--- src/rtl/fetch_decode_unit.sv ---
// Fetch/decode front end of the 4-bit nanoprocessor: sequences the program counter,
// registers each fetched instruction and decodes it into datapath controls.
module fetch_decode_unit (
  input  logic       clk,
  input  logic       reset_n,
  input  logic [7:0] pm_data,
  input  logic       r_eq_0,
  output logic [7:0] pm_addr,
  output logic [7:0] pc,
  output logic [7:0] ir,
  output logic [3:0] nibble_ir,
  output logic [3:0] source_sel,
  output logic [9:0] reg_en,
  output logic       i_sel,
  output logic       x_sel,
  output logic       y_sel,
  output logic       sync_reset
);

  typedef enum logic [3:0] {
    SRC_X0   = 4'd0,
    SRC_X1   = 4'd1,
    SRC_Y0   = 4'd2,
    SRC_Y1   = 4'd3,
    SRC_R    = 4'd4,
    SRC_M    = 4'd5,
    SRC_I    = 4'd6,
    SRC_DM   = 4'd7,
    SRC_IMM  = 4'd8,
    SRC_PINS = 4'd9,
    SRC_IDLE = 4'd15
  } src_e;

  typedef enum logic [1:0] {
    OP_LOAD,
    OP_MOVE,
    OP_ALU,
    OP_JUMP
  } op_e;

  localparam logic [2:0] DST_OREG = 3'd4;
  localparam logic [2:0] DST_I    = 3'd6;
  localparam logic [2:0] DST_DM   = 3'd7;

  // Destination code to write-enable bit; code 100 addresses o_reg at bit 8.
  function automatic logic [9:0] dst_onehot(input logic [2:0] d);
    if (d == DST_OREG) return 10'h100;
    return 10'd1 << d;
  endfunction

  function automatic op_e classify(input logic [7:0] w);
    if (!w[7])      return OP_LOAD;
    else if (!w[6]) return OP_MOVE;
    else if (!w[5]) return OP_ALU;
    return OP_JUMP;
  endfunction

  // Reset synchronizer: ones shift in after release, so sync_reset spans two edges.
  logic [1:0] rst_sync;

  always_ff @(posedge clk or negedge reset_n) begin
    // NOTE: sequential state uses non-blocking assignments so every flop samples pre-edge values.
    if (!reset_n) rst_sync <= 2'b00;
    else          rst_sync <= {rst_sync[0], 1'b1};
  end

  assign sync_reset = ~rst_sync[1];

  // Sequencer
  logic ir_valid;
  logic is_jmp;
  logic is_jnz;
  logic jump_taken;

  assign is_jmp     = (ir[7:4] == 4'hE);
  assign is_jnz     = (ir[7:4] == 4'hF);
  assign jump_taken = ir_valid & (is_jmp | (is_jnz & ~r_eq_0));

  always_ff @(posedge clk or negedge reset_n) begin
    if (!reset_n) begin
      pc       <= 8'h00;
      ir       <= 8'h00;
      ir_valid <= 1'b0;
    end else if (sync_reset) begin
      pc       <= 8'h00;
      ir       <= 8'h00;
      ir_valid <= 1'b0;
    end else if (jump_taken) begin
      // The word already fetched behind the jump is loaded but never decoded.
      pc       <= {4'h0, ir[3:0]};
      ir       <= pm_data;
      ir_valid <= 1'b0;
    end else begin
      pc       <= pc + 8'd1;
      ir       <= pm_data;
      ir_valid <= 1'b1;
    end
  end

  assign pm_addr   = pc;
  assign nibble_ir = ir[3:0];

  // Decode
  op_e        op;
  src_e       src;
  logic [2:0] dst;
  logic [2:0] sss;
  logic       writes_dst;

  always_comb begin
    // NOTE: every variable gets a default before any branch, so no path can infer a latch.
    op         = classify(ir);
    src        = SRC_IDLE;
    dst        = 3'd0;
    sss        = 3'd0;
    writes_dst = 1'b0;
    reg_en     = '0;
    i_sel      = 1'b0;
    x_sel      = 1'b0;
    y_sel      = 1'b0;

    if (ir_valid) begin
      unique case (op)
        OP_LOAD: begin
          dst        = ir[6:4];
          src        = SRC_IMM;
          writes_dst = 1'b1;
        end
        OP_MOVE: begin
          dst        = ir[5:3];
          sss        = ir[2:0];
          writes_dst = 1'b1;
          // A self-move (other than r->o_reg) reads the external input pins instead.
          if (sss == dst && dst != DST_OREG) src = SRC_PINS;
          else                               src = src_e'({1'b0, sss});
        end
        OP_ALU: begin
          x_sel     = ir[4];
          y_sel     = ir[3];
          reg_en[4] = 1'b1;
        end
        OP_JUMP: begin
        end
      endcase
    end

    if (writes_dst) begin
      reg_en = reg_en | dst_onehot(dst);
      // Touching dm post-increments i by m, unless i itself is being loaded.
      if (dst == DST_I) begin
        i_sel = 1'b0;
      end else if (src == SRC_DM || dst == DST_DM) begin
        reg_en[6] = 1'b1;
        i_sel     = 1'b1;
      end
    end

    source_sel = src;
  end

endmodule

--- config.mk ---
export PLATFORM = sky130hd
export DESIGN_NAME = fetch_decode_unit
export DESIGN_NICKNAME = d
export VERILOG_FILES = /design/src/rtl/fetch_decode_unit.sv
export SDC_FILE = /design/constraint.sdc
export NUM_CORES = 1
export LEC_CHECK = 0
export ABC_AREA = 1
export CORE_MARGIN = 2
export CORE_UTILIZATION = 36
export DETAILED_ROUTE_END_ITERATION = 16
export PLACE_DENSITY = 0.75
export SYNTH_ARGS = -nofsm -noshare
export SYNTH_HDL_FRONTEND = slang
export SYNTH_SLANG_ARGS = --single-unit
export TNS_END_PERCENT = 1
--- constraint.sdc ---
create_clock -name clk -period 1.1 [get_ports clk]
set_input_delay 0.11 -clock clk [delete_from_list [all_inputs] [get_ports clk]]
set_output_delay 0.11 -clock clk [all_outputs]
set_load 0.01 [all_outputs]
==> results_dict.tcl <==
set metrics [dict create \
    setup_viol_count_final 30 \
    synth_flop_cell "dfrtp_1" \
    path_delay_family "simple AND/OR/NAND/NOR gates" \
    htree_levels 1 \
    grt_pass1_vias 1123 \
    synthCells 151 \
    routedWlPerCell_um 10.7 \
    hpwl_um 2110 \
    cts_made_buffers 3 \
    place.gp.congestion 0.819 \
    first_pass_iters 4 \
    wl_um 2990 \
    dr.first_iter.drc_count 23 \
    ys_warn_count 0 \
    max_stage_delay_ns 0.46 \
    crit_slowest_cell "dfrtp_2" \
    synth.distinct_cells 28 \
    cts_buffer_depth 2 \
    status "complete, but fails checks" \
    skew_ns 0.0113 \
    cts.clk_slew.worst_paths_ns 0.11 \
    die_h_um 60.9 \
    nets 249 \
    final_max_slew_viol_count 0 \
    ys_seq_elements 19 \
    std_cell_rows 20 \
    portBuffers 55 \
    placed_cells 268 \
    synth.most_common_cell "nand2_1" \
    synth_async_sr_flop_share_pct 100 \
    area_delta_synth_final_pct 71.0 \
    maxCapViolCount 0 \
    finalHoldViolations 0 \
    avgSynthCellArea_um2 7.71 \
    period_minus_slack_ns 1.80 \
    syn-cell-area_mm2 0.00116 \
    die_w_um 60.9 \
    tns_ns -10.33 \
    synth_common_cells "31 x nand2_1, 20 x inv_1, 19 x dfrtp_1, 15 x nor2_1, 14 x buf_4" \
    core_mm2 0.00308 \
    path_cells "nand2_1 -> inv_1 -> nor2_4 -> buf_4 -> nand2_2 -> nand2_2 -> nor2_2 -> nor2_2 -> nand2_1 -> buf_2" \
    power_density_mw_per_mm2 812 \
    fin_ws_ns -0.699 \
    fmax_mhz 556 \
    cts_sinks 19 \
    hold_ws_ns 0.128 \
    layout-drive-gt1-share_pct 52.1 \
    cts_tree "done" \
    final_area_mm2 0.00199 \
    antenna_cells 0 \
    leakagePower_nw 1.13 \
    ys_seq_area_share_pct 40.8 \
    cp-start-kind "register" \
    via_per_inst 4.31 \
    cp.arrival_ns 1.69 \
    grt.total_usage_pct 17.8 \
    failed_checks "negative setup slack" \
    vias 1207 \
    synth_edf_count 0 \
    pre_cts_slack_ns -0.768 \
    yosysTopAreaCellShare_pct 40.8 \
    post-route-period-util_pct 164 \
    cp-end-kind "primary output" \
    final_cells 280 \
    die_area_mm2 0.00371 \
    required_ns 0.99 \
    min_path_type "input pin to asynchronous set/reset pin" \
    grt_max_degree 20 \
    gr-total-overflow 0 \
    critical_path_class "register to primary output" \
    root_buffer "clkbuf_4" \
    cts-hold-fix-buffers 0 \
    synthTopCellsByArea "dfrtp_1 41%, nand2_1 10%, buf_4 9.0%" \
    fin_util_pct 64.7 \
    critPathMaxFanout 5 \
    grt_pass1_wl_um 4910 \
    top_level_ports 57 \
    drtAntennaViolNets 0 \
    drc_errors 0 \
    initial_core_util_pct 37.8 \
    p_total_mw 1.62 \
    antenna_found_initial 0 \
    placedInstanceArea_mm2 0.00191 \
    insertion_delay_ns 0.30 \
    synth_nets 163 \
    grt_setup_unrepaired "yes" \
    ir_drop_uv 667 \
    yosys.area.top_type "dfrtp_1" \
    cp_num_buf_inv 3 \
]
## logic make-up (layout without fill, tap and decap cells)
| logic type | count (synthesis) | in the layout | share of synthesized area (%) |
|---|---|---|---|
| adder cells (fa/ha/maj) | 1 | 1 | 1.07 |
| buffers and inverters | 43 | 128 | 18.4 |
| AO/OA/AOI/OAI | 14 | 14 | 6.87 |
| other | 2 | 2 | 0.645 |
| flip-flops | 19 | 19 | 40.8 |
| XOR/XNOR | 4 | 4 | 3.01 |
| AND/OR/NAND/NOR | 68 | 68 | 29.2 |
## power by group
group	switching, mW	total [mW]	internal [mW]
logic	0.226	0.504	0.278
clock network	0.217	0.352	0.135
registers	0.0319	0.762	0.730
total	0.475	1.62	1.14
## metal layers
| layer | track usage (%) | share of wire (%) |
|---|---|---|
| met4 | 6.21 | 0.50 |
| met3 | 2.77 | 4.5 |
| met2 | 31.5 | 51 |
| met1 | 21.9 | 44 |
| met5 | 0 | 0 |
## flip-flops by register name, indices dropped and copies added (netlist names)
signal and cells:
ir_valid 1, ir 8, rst_sync 2, pc 8
## worst reg2reg max path: cells and delay by family (launching register included)
family                 cells  cell delay, ns
and+or+nand+nor            1            0.22
AOI/OAI and AO/OA          3            0.32
DFF                        1            0.43
buffers and inverters      3            0.26
## cell usage in the layout, fill, tap and decap left out, drive strengths merged, types with 5 or more instances in the layout
cell type	instances
nor2	22
nand2	35
clkbuf	10
nand3	6
a21oi	6
buf	71
clkdlybuf4s50	10
inv	28
clkdlybuf4s15	5
dfrtp	19
## repair_timing
action                                  in CTS  in global routing
pin swaps                                    4                  3
endpoints found under the setup margin      54                 49
setup buffers                                7                  1
resized for setup                          165                 20
gates cloned                                 0                  0
## worst paths after layout
| kind | from | endpoint | slack, ns | depth (start not counted) |
|---|---|---|---|---|
| worst max-delay path | ir[7]$_DFF_PN0_ | reg_en[6] | -0.70 | 10 |
| worst min-delay path | reset_n | pc[6]$_DFF_PN0_ | 0.13 | 2 |
| worst max register to register | ir[5]$_DFF_PN0_ | pc[0]$_DFF_PN0_ | -0.21 | 7 |
| worst min register to register | rst_sync[0]$_DFF_PN0_ | rst_sync[1]$_DFF_PN0_ | 0.37 | 0 |
| max in group asynchronous | reset_n | ir[7]$_DFF_PN0_ | 0.74 | 2 |
| min in group clk | pm_data[0] | ir[0]$_DFF_PN0_ | 0.31 | 3 |
## cell type report
cell class                      instances  area [um2]
Fill cell                             268        1090
Timing Repair Buffer                   96         808
Multi-Input combinational cell         89         515
Clock buffer                            3        22.5
Sequential cell                        19         480
Tap cell                               44        55.1
Clock inverter                          1        5.00
Inverter                               28         105
Note: power is estimated with default switching activity, not from simulation.
